`src/rtl/seg_display_arbiter.sv`:
```
// seg_display_arbiter: shares the 8-digit active-low seven-segment display
// between three BCD requesters. Round-robin grant with a minimum dwell of
// HOLD_FRAMES frames; arbitration and the data snapshot only change on the
// frame boundary, so a displayed frame never mixes two sources.
// Optional macro SEG_ZERO_BLANK_EN: leading-zero suppression at decode.
//
// state   | meaning
// IDLE    | no owner, display blank (snapshot all F)
// GRANTED | rr holds the owner index, its data is shown
module seg_display_arbiter #(
   parameter int REFRESH_CNT = 200000,
   parameter int HOLD_FRAMES = 250
) (
   input  logic        clk,
   input  logic        rst,
   input  logic [2:0]  req,
   input  logic [31:0] data0,
   input  logic [31:0] data1,
   input  logic [31:0] data2,
   output logic [2:0]  grant,
   output logic        frame_done,
   output logic [7:0]  led_en,
   output logic [7:0]  led_cx
);

   localparam int CW = (REFRESH_CNT > 1) ? $clog2(REFRESH_CNT) : 1;
   localparam int HW = (HOLD_FRAMES > 1) ? $clog2(HOLD_FRAMES) : 1;
   localparam logic [CW-1:0] CNT_LAST  = CW'(REFRESH_CNT - 1);
   localparam logic [HW-1:0] HOLD_LAST = HW'(HOLD_FRAMES - 1);

   typedef enum logic {IDLE, GRANTED} state_t;

   state_t      state, state_n;
   logic [CW-1:0] cnt;
   logic [2:0]  pos;
   logic [HW-1:0] hold_cnt, hold_n;
   logic [1:0]  rr, rr_n;
   logic [31:0] snapshot, snap_n;
   logic [2:0]  grant_n;
   logic        boundary;
   logic [2:0]  others;
   logic [2:0]  p_all, p_oth;
   logic [3:0]  cur_nib;
   logic        disp_blank;

   // Returns {found, index} of the first set bit scanning p+1, p+2, p (mod 3).
   function automatic logic [2:0] pick(input logic [2:0] r, input logic [1:0] p);
      logic [1:0] o0, o1, o2;
      case (p)
         2'd0:    begin o0 = 2'd1; o1 = 2'd2; o2 = 2'd0; end
         2'd1:    begin o0 = 2'd2; o1 = 2'd0; o2 = 2'd1; end
         default: begin o0 = 2'd0; o1 = 2'd1; o2 = 2'd2; end
      endcase
      if (r[o0])      pick = {1'b1, o0};
      else if (r[o1]) pick = {1'b1, o1};
      else if (r[o2]) pick = {1'b1, o2};
      else            pick = 3'b000;
   endfunction

   function automatic logic [7:0] decode(input logic [3:0] n);
      case (n)
         4'h0: decode = 8'h03;
         4'h1: decode = 8'h9F;
         4'h2: decode = 8'h25;
         4'h3: decode = 8'h0D;
         4'h4: decode = 8'h99;
         4'h5: decode = 8'h49;
         4'h6: decode = 8'h41;
         4'h7: decode = 8'h1F;
         4'h8: decode = 8'h01;
         4'h9: decode = 8'h09;
         4'hF: decode = 8'hFF;
         default: decode = 8'hFD;
      endcase
   endfunction

   assign boundary = (cnt == CNT_LAST) && (pos == 3'd7);
   assign others   = req & ~(3'b001 << rr);
   assign p_all    = pick(req, rr);
   assign p_oth    = pick(others, rr);
   assign cur_nib  = snapshot[4*pos +: 4];

`ifdef SEG_ZERO_BLANK_EN
   logic [7:0] lz;

   // Mark positions 7..1 whose zero sits under only zeros or blanks.
   always_comb begin : zero_blank
      logic       above_ok;
      logic [3:0] nib;
      lz       = 8'h00;
      above_ok = 1'b1;
      nib      = 4'h0;
      for (int k = 7; k >= 1; k--) begin
         nib      = snapshot[4*k +: 4];
         lz[k]    = above_ok && (nib == 4'h0);
         above_ok = above_ok && ((nib == 4'h0) || (nib == 4'hF));
      end
   end

   assign disp_blank = lz[pos];
`else
   assign disp_blank = 1'b0;
`endif

   // Arbitration next state; everything only moves on the frame boundary.
   always_comb begin
      state_n = state;
      rr_n    = rr;
      hold_n  = hold_cnt;
      grant_n = grant;
      snap_n  = snapshot;
      if (boundary) begin
         case (state)
            IDLE: begin
               if (p_all[2]) begin
                  state_n = GRANTED;
                  rr_n    = p_all[1:0];
                  hold_n  = '0;
               end
            end
            default: begin
               if (!req[rr] || ((hold_cnt == HOLD_LAST) && p_oth[2])) begin
                  hold_n = '0;
                  if (p_oth[2]) rr_n    = p_oth[1:0];
                  else          state_n = IDLE;
               end else if (hold_cnt != HOLD_LAST) begin
                  hold_n = hold_cnt + HW'(1);
               end
            end
         endcase
         if (state_n == GRANTED) begin
            grant_n = 3'b001 << rr_n;
            case (rr_n)
               2'd0:    snap_n = data0;
               2'd1:    snap_n = data1;
               default: snap_n = data2;
            endcase
         end else begin
            grant_n = 3'b000;
            snap_n  = 32'hFFFF_FFFF;
         end
      end
   end

   // Arbitration state, grant and frame snapshot registers.
   always_ff @(posedge clk) begin
      if (rst) begin
         state    <= IDLE;
         rr       <= 2'd2;
         hold_cnt <= '0;
         grant    <= 3'b000;
         snapshot <= 32'hFFFF_FFFF;
      end else begin
         state    <= state_n;
         rr       <= rr_n;
         hold_cnt <= hold_n;
         grant    <= grant_n;
         snapshot <= snap_n;
      end
   end

   // Digit scan: per-digit dwell counter, position, and registered drive.
   always_ff @(posedge clk) begin
      if (rst) begin
         cnt        <= '0;
         pos        <= 3'd0;
         frame_done <= 1'b0;
         led_en     <= 8'hFF;
         led_cx     <= 8'hFF;
      end else begin
         if (cnt == CNT_LAST) begin
            cnt <= '0;
            pos <= pos + 3'd1;
         end else begin
            cnt <= cnt + CW'(1);
         end
         frame_done <= boundary;
         led_en     <= ~(8'h01 << pos);
         led_cx     <= disp_blank ? 8'hFF : decode(cur_nib);
      end
   end

endmodule

```
`config.mk`:
```
export PLATFORM = sky130hd
export DESIGN_NAME = seg_display_arbiter
export DESIGN_NICKNAME = d
export VERILOG_FILES = /design/src/rtl/seg_display_arbiter.sv
export SDC_FILE = /design/constraint.sdc
export NUM_CORES = 1
export LEC_CHECK = 0
export CAP_MARGIN = 15
export CORE_UTILIZATION = 45
export DETAILED_ROUTE_END_ITERATION = 16
export GPL_TIMING_DRIVEN = 0
export PLACE_DENSITY = 0.76
export SYNTH_ARGS = -nofsm -noshare
export SYNTH_HDL_FRONTEND = slang
export SYNTH_SLANG_ARGS = --single-unit
```
`constraint.sdc`:
```
create_clock -name clk -period 4.2 [get_ports clk]
set_input_delay 0.63 -clock clk [delete_from_list [all_inputs] [get_ports clk]]
set_output_delay 0.63 -clock clk [all_outputs]
set_load 0.02 [all_outputs]
```
==> parameters.txt <==
Parameter                              Value

Routing
  Count of routing violations after the opening detailed-route iteration ... 102
  DR vias/cell ... 5.75
  Routed Antenna Nets ... 0
  # DRC ... 0
  Wire length reported by the detailed router ... 10.8 mm
  Iteration count of the initial detailed-routing pass ... 4
  Average wire per cell in the routed design ... 16.7 microns
  Total number of vias ... 3715

Setup path
  Worst-path cell with the longest stage delay ... sky130_fd_sc_hd__clkdlybuf4s50_1
  FF-to-FF Start ... cnt[0]$_SDFF_PP0_
  Path depth of the worst reg2reg path ... 8
  Biggest cell delay along the critical path ... 0.63 ns
  Crit path kind ... input port to register
  Data required, critical path ... 4.44 ns
  Critical-path maximum fanout ... 10
  Setup slack of the most critical reg-to-reg path ... 1.44 ns
  Endpoint of the most critical register-to-register path ... snapshot[24]$_SDFFE_PP1P_
  CP endpoint kind ... register
  Critical path data arrival time ... 3.03 ns
  Worst setup SP type ... input port
  Crit path cell chain ... clkdlybuf4s50_1 -> mux2i_1 -> mux2i_2 -> nand3_1 -> a21oi_4 -> nand3_2 -> buf_6 -> o221a_1

Yosys
  Flip-flop cell with the highest count after synthesis ... sky130_fd_sc_hd__dfxtp_1
  Synth Net Count ... 520
  Synthesized area per cell ... 10.4 sq um
  Total standard cell area after synthesis ... 4200 sq um
  Synth warnings ... 0
  Post-synth EDFFs ... 0
  Number of synthesized register bits ... 83
  Top cells by area in the synthesized netlist ... sky130_fd_sc_hd__dfxtp_1 40%, sky130_fd_sc_hd__o221a_1 7.8%, sky130_fd_sc_hd__o32a_1 7.6%
  Most area-hungry cell type in the Yosys netlist ... sky130_fd_sc_hd__dfxtp_1
  Synthesized instance count ... 404
  Fraction of registers with async set/reset ... 0%
  Area share of the leading cell type in the synthesized netlist ... 39.6%
  Register area share after synthesis ... 39.6%
  Post-synthesis cell type count ... 56

Placed design
  Post-detail-place hpwl ... 8.25 mm
  Count of input and output buffers ... 118
  Post-Place Worst Slack ... 1.09 ns
  Placed cell area ... 5510 sq um
  GP Congestion ... 0.905

Finish
  Most common cell after layout, fill and taps aside ... sky130_fd_sc_hd__clkdlybuf4s50_1
  P&R area growth vs syn ... 36.4%
  Layout Cell Area excl Fill ... 5720 sq um
  Nets ... 649
  Number of antenna repair diodes ... 0
  Commonest cells after routing, fill and taps aside ... 118 x sky130_fd_sc_hd__clkdlybuf4s50_1, 83 x sky130_fd_sc_hd__dfxtp_1, 40 x sky130_fd_sc_hd__nor2_1
  Layout cells sized above 1 ... 11.3%
  Fill cell count ... 724

Timing
  Clock skew ... 0.00926 ns
  Post-route setup slack ... 1.41 ns
  Slew of the pin with the lowest slew margin ... 0.647 ns
  Worst slew margin relative to its limit ... 55.6%
  Final number of max-transition violations ... 0
  Highest Clock Rate ... 359 MHz
  Final count of negative-setup-slack endpoints ... 0
  Setup TNS ... 0 ns
  Setup repair after global routing missed its margin ... false
  Number of endpoints with negative hold slack in the final report ... 0
  Tcrit/Tclk final ... 66.4%
  Minimum clock period ... 2.79 ns

Global routing
  Initial antenna violation count ... 0
  First-pass GRT wire length ... 17.5 mm
  Pin count of the biggest net entering global routing ... 14
  Overall overflow remaining after global route ... 0
  Combined global-route utilization of all metal layers ... 22.6%
  Vias in the first global route ... 3723

Hold path
  Hold EP ... grant[2]$_SDFFE_PP0P_
  Startpoint of the tightest hold check path ... grant[2]$_SDFFE_PP0P_
  Worst hold stages ... 2
  Kind of path behind the tightest hold check ... register to register

CTS
  Number of H-tree levels ... 3
  Total CTS buffers ... 9
  CTS sink cnt ... 83
  Root Driver ... sky130_fd_sc_hd__clkbuf_8
  Insertion delay of the later-clocked pin in the worst-skew pair ... 0.34 ns
  Reg clk slew, reported paths ... 0.08 ns
  Quantity of hold-fixing buffers added after cts ... 0
  Post-CTS repair timing setup buffer count ... 0
  CTS Buffer Depth ... 2
  Number of gates given a new drive strength after cts ... 0
  TritonCTS clock tree ... built

Power
  Static leakage ... 2.05 nW
  P per Cell Area ... 272 nW/um^2
  Max VDD drop ... 0.208 mV

Status
  Run status ... completed

Floorplan
  Overall die height ... 98.6 microns
  Row cnt ... 34
  Initial standard-cell utilization of the core ... 47.2%
  DIE WIDTH ... 98.6 microns
  Area of the core ... 8890 sq um
  I/O pin count ... 121
  Die area ... 9710 sq um

Flow run
  Max-cap violation count ... 0
[worst max path at each step]
stage	to	startpoint	slack, ns
after detailed placement	snapshot[19]$_SDFFE_PP1P_	req[2]	1.09
after global placement	snapshot[17]$_SDFFE_PP1P_	req[2]	1.15
after CTS	snapshot[20]$_SDFFE_PP1P_	req[2]	1.46
final	snapshot[19]$_SDFFE_PP1P_	req[0]	1.41
after global routing	snapshot[13]$_SDFFE_PP1P_	cnt[0]$_SDFF_PP0_	1.25
after floorplan	snapshot[10]$_SDFFE_PP1P_	req[1]	1.83
[registers in the layout (all words and copies together) (netlist names)]
signal / cells
cnt: 18
frame_done: 1
grant: 3
hold_cnt: 8
led_cx: 7
led_en: 8
pos: 3
rr: 2
snapshot: 32
state: 1
[cell families after synthesis]
logic type | after synthesis | share of synthesized area (%)
xor+xnor | 24 | 5.01
other cells | 1 | 0.0894
simple gates | 125 | 15.6
fa+ha+maj | 15 | 4.47
flops | 83 | 39.6
buf+inv | 40 | 5.70
compound gates | 98 | 22.6
mux | 18 | 6.86
[worst max-delay path, delay by kind of cell]
family	cells	cell delay (ns)
buf+inv	2	0.85
compound gates	2	0.63
simple gates	2	0.47
mux	2	0.45
[power by group]
| group | internal (mW) | switching, mW | total (mW) |
|---|---|---|---|
| combinational | 0.0996 | 0.0535 | 0.153 |
| sequential | 0.789 | 0.00264 | 0.792 |
| clock | 0.336 | 0.276 | 0.612 |
| total | 1.22 | 0.332 | 1.56 |
[synthesized netlist by cell type (4+ instances only)]
cell	instances
sky130_fd_sc_hd__inv_1	12
sky130_fd_sc_hd__xnor2_1	7
sky130_fd_sc_hd__nand2b_1	6
sky130_fd_sc_hd__and2_1	5
sky130_fd_sc_hd__mux4_2	8
sky130_fd_sc_hd__nand2_1	26
sky130_fd_sc_hd__nand3_1	12
sky130_fd_sc_hd__nand4_1	6
sky130_fd_sc_hd__xor2_1	17
sky130_fd_sc_hd__dfxtp_1	83
sky130_fd_sc_hd__ha_1	15
sky130_fd_sc_hd__a21o_1	6
sky130_fd_sc_hd__clkbuf_1	8
sky130_fd_sc_hd__buf_2	8
sky130_fd_sc_hd__buf_6	10
sky130_fd_sc_hd__and3_1	4
sky130_fd_sc_hd__a21oi_1	5
sky130_fd_sc_hd__o221a_1	29
sky130_fd_sc_hd__o32a_1	32
sky130_fd_sc_hd__o21ai_0	7
sky130_fd_sc_hd__mux2i_1	6
sky130_fd_sc_hd__nor3_1	5
sky130_fd_sc_hd__nor2_1	40
[per-layer routing]
| metal | track usage (%) | routed length, microns | share of wire (%) | vias to the layer above |
|---|---|---|---|---|
| li1 | - | - | - | 1786 |
| met1 | 28.3 | 4650 | 43 | 1762 |
| met2 | 38.4 | 5260 | 49 | 147 |
| met3 | 5.39 | 709 | 6.6 | 20 |
| met4 | 7.23 | 142 | 1.3 | 0 |
| met5 | 0 | 0 | 0 | - |
[final cells by class]
class                           instances  area (sq um)  share of cell area (%)
Multi-Input combinational cell        281          2290                    40.1
Sequential cell                        83          1660                    29.0
Timing Repair Buffer                  118          1180                    20.6
Buffer                                 27           190                    3.32
Clock buffer                           12           135                    2.36
Tap cell                              108           135                    2.36
Clock inverter                          4          75.1                    1.31
Inverter                               13          48.8                   0.853
[per-stage QoR]
stage          util, %  hold WS (ns)  power (mW)  cells
3_5_place_dp      62.0         0.480       0.963    630
2_1_floorplan        -         0.430       0.851    404
4_1_cts           64.4         0.490        1.56    646
6_report          64.4         0.491        1.56    646
5_1_grt           64.4         0.521        1.61    646
3_3_place_gp      62.0         0.443       0.962    630
(Power assumes the default switching activity.)
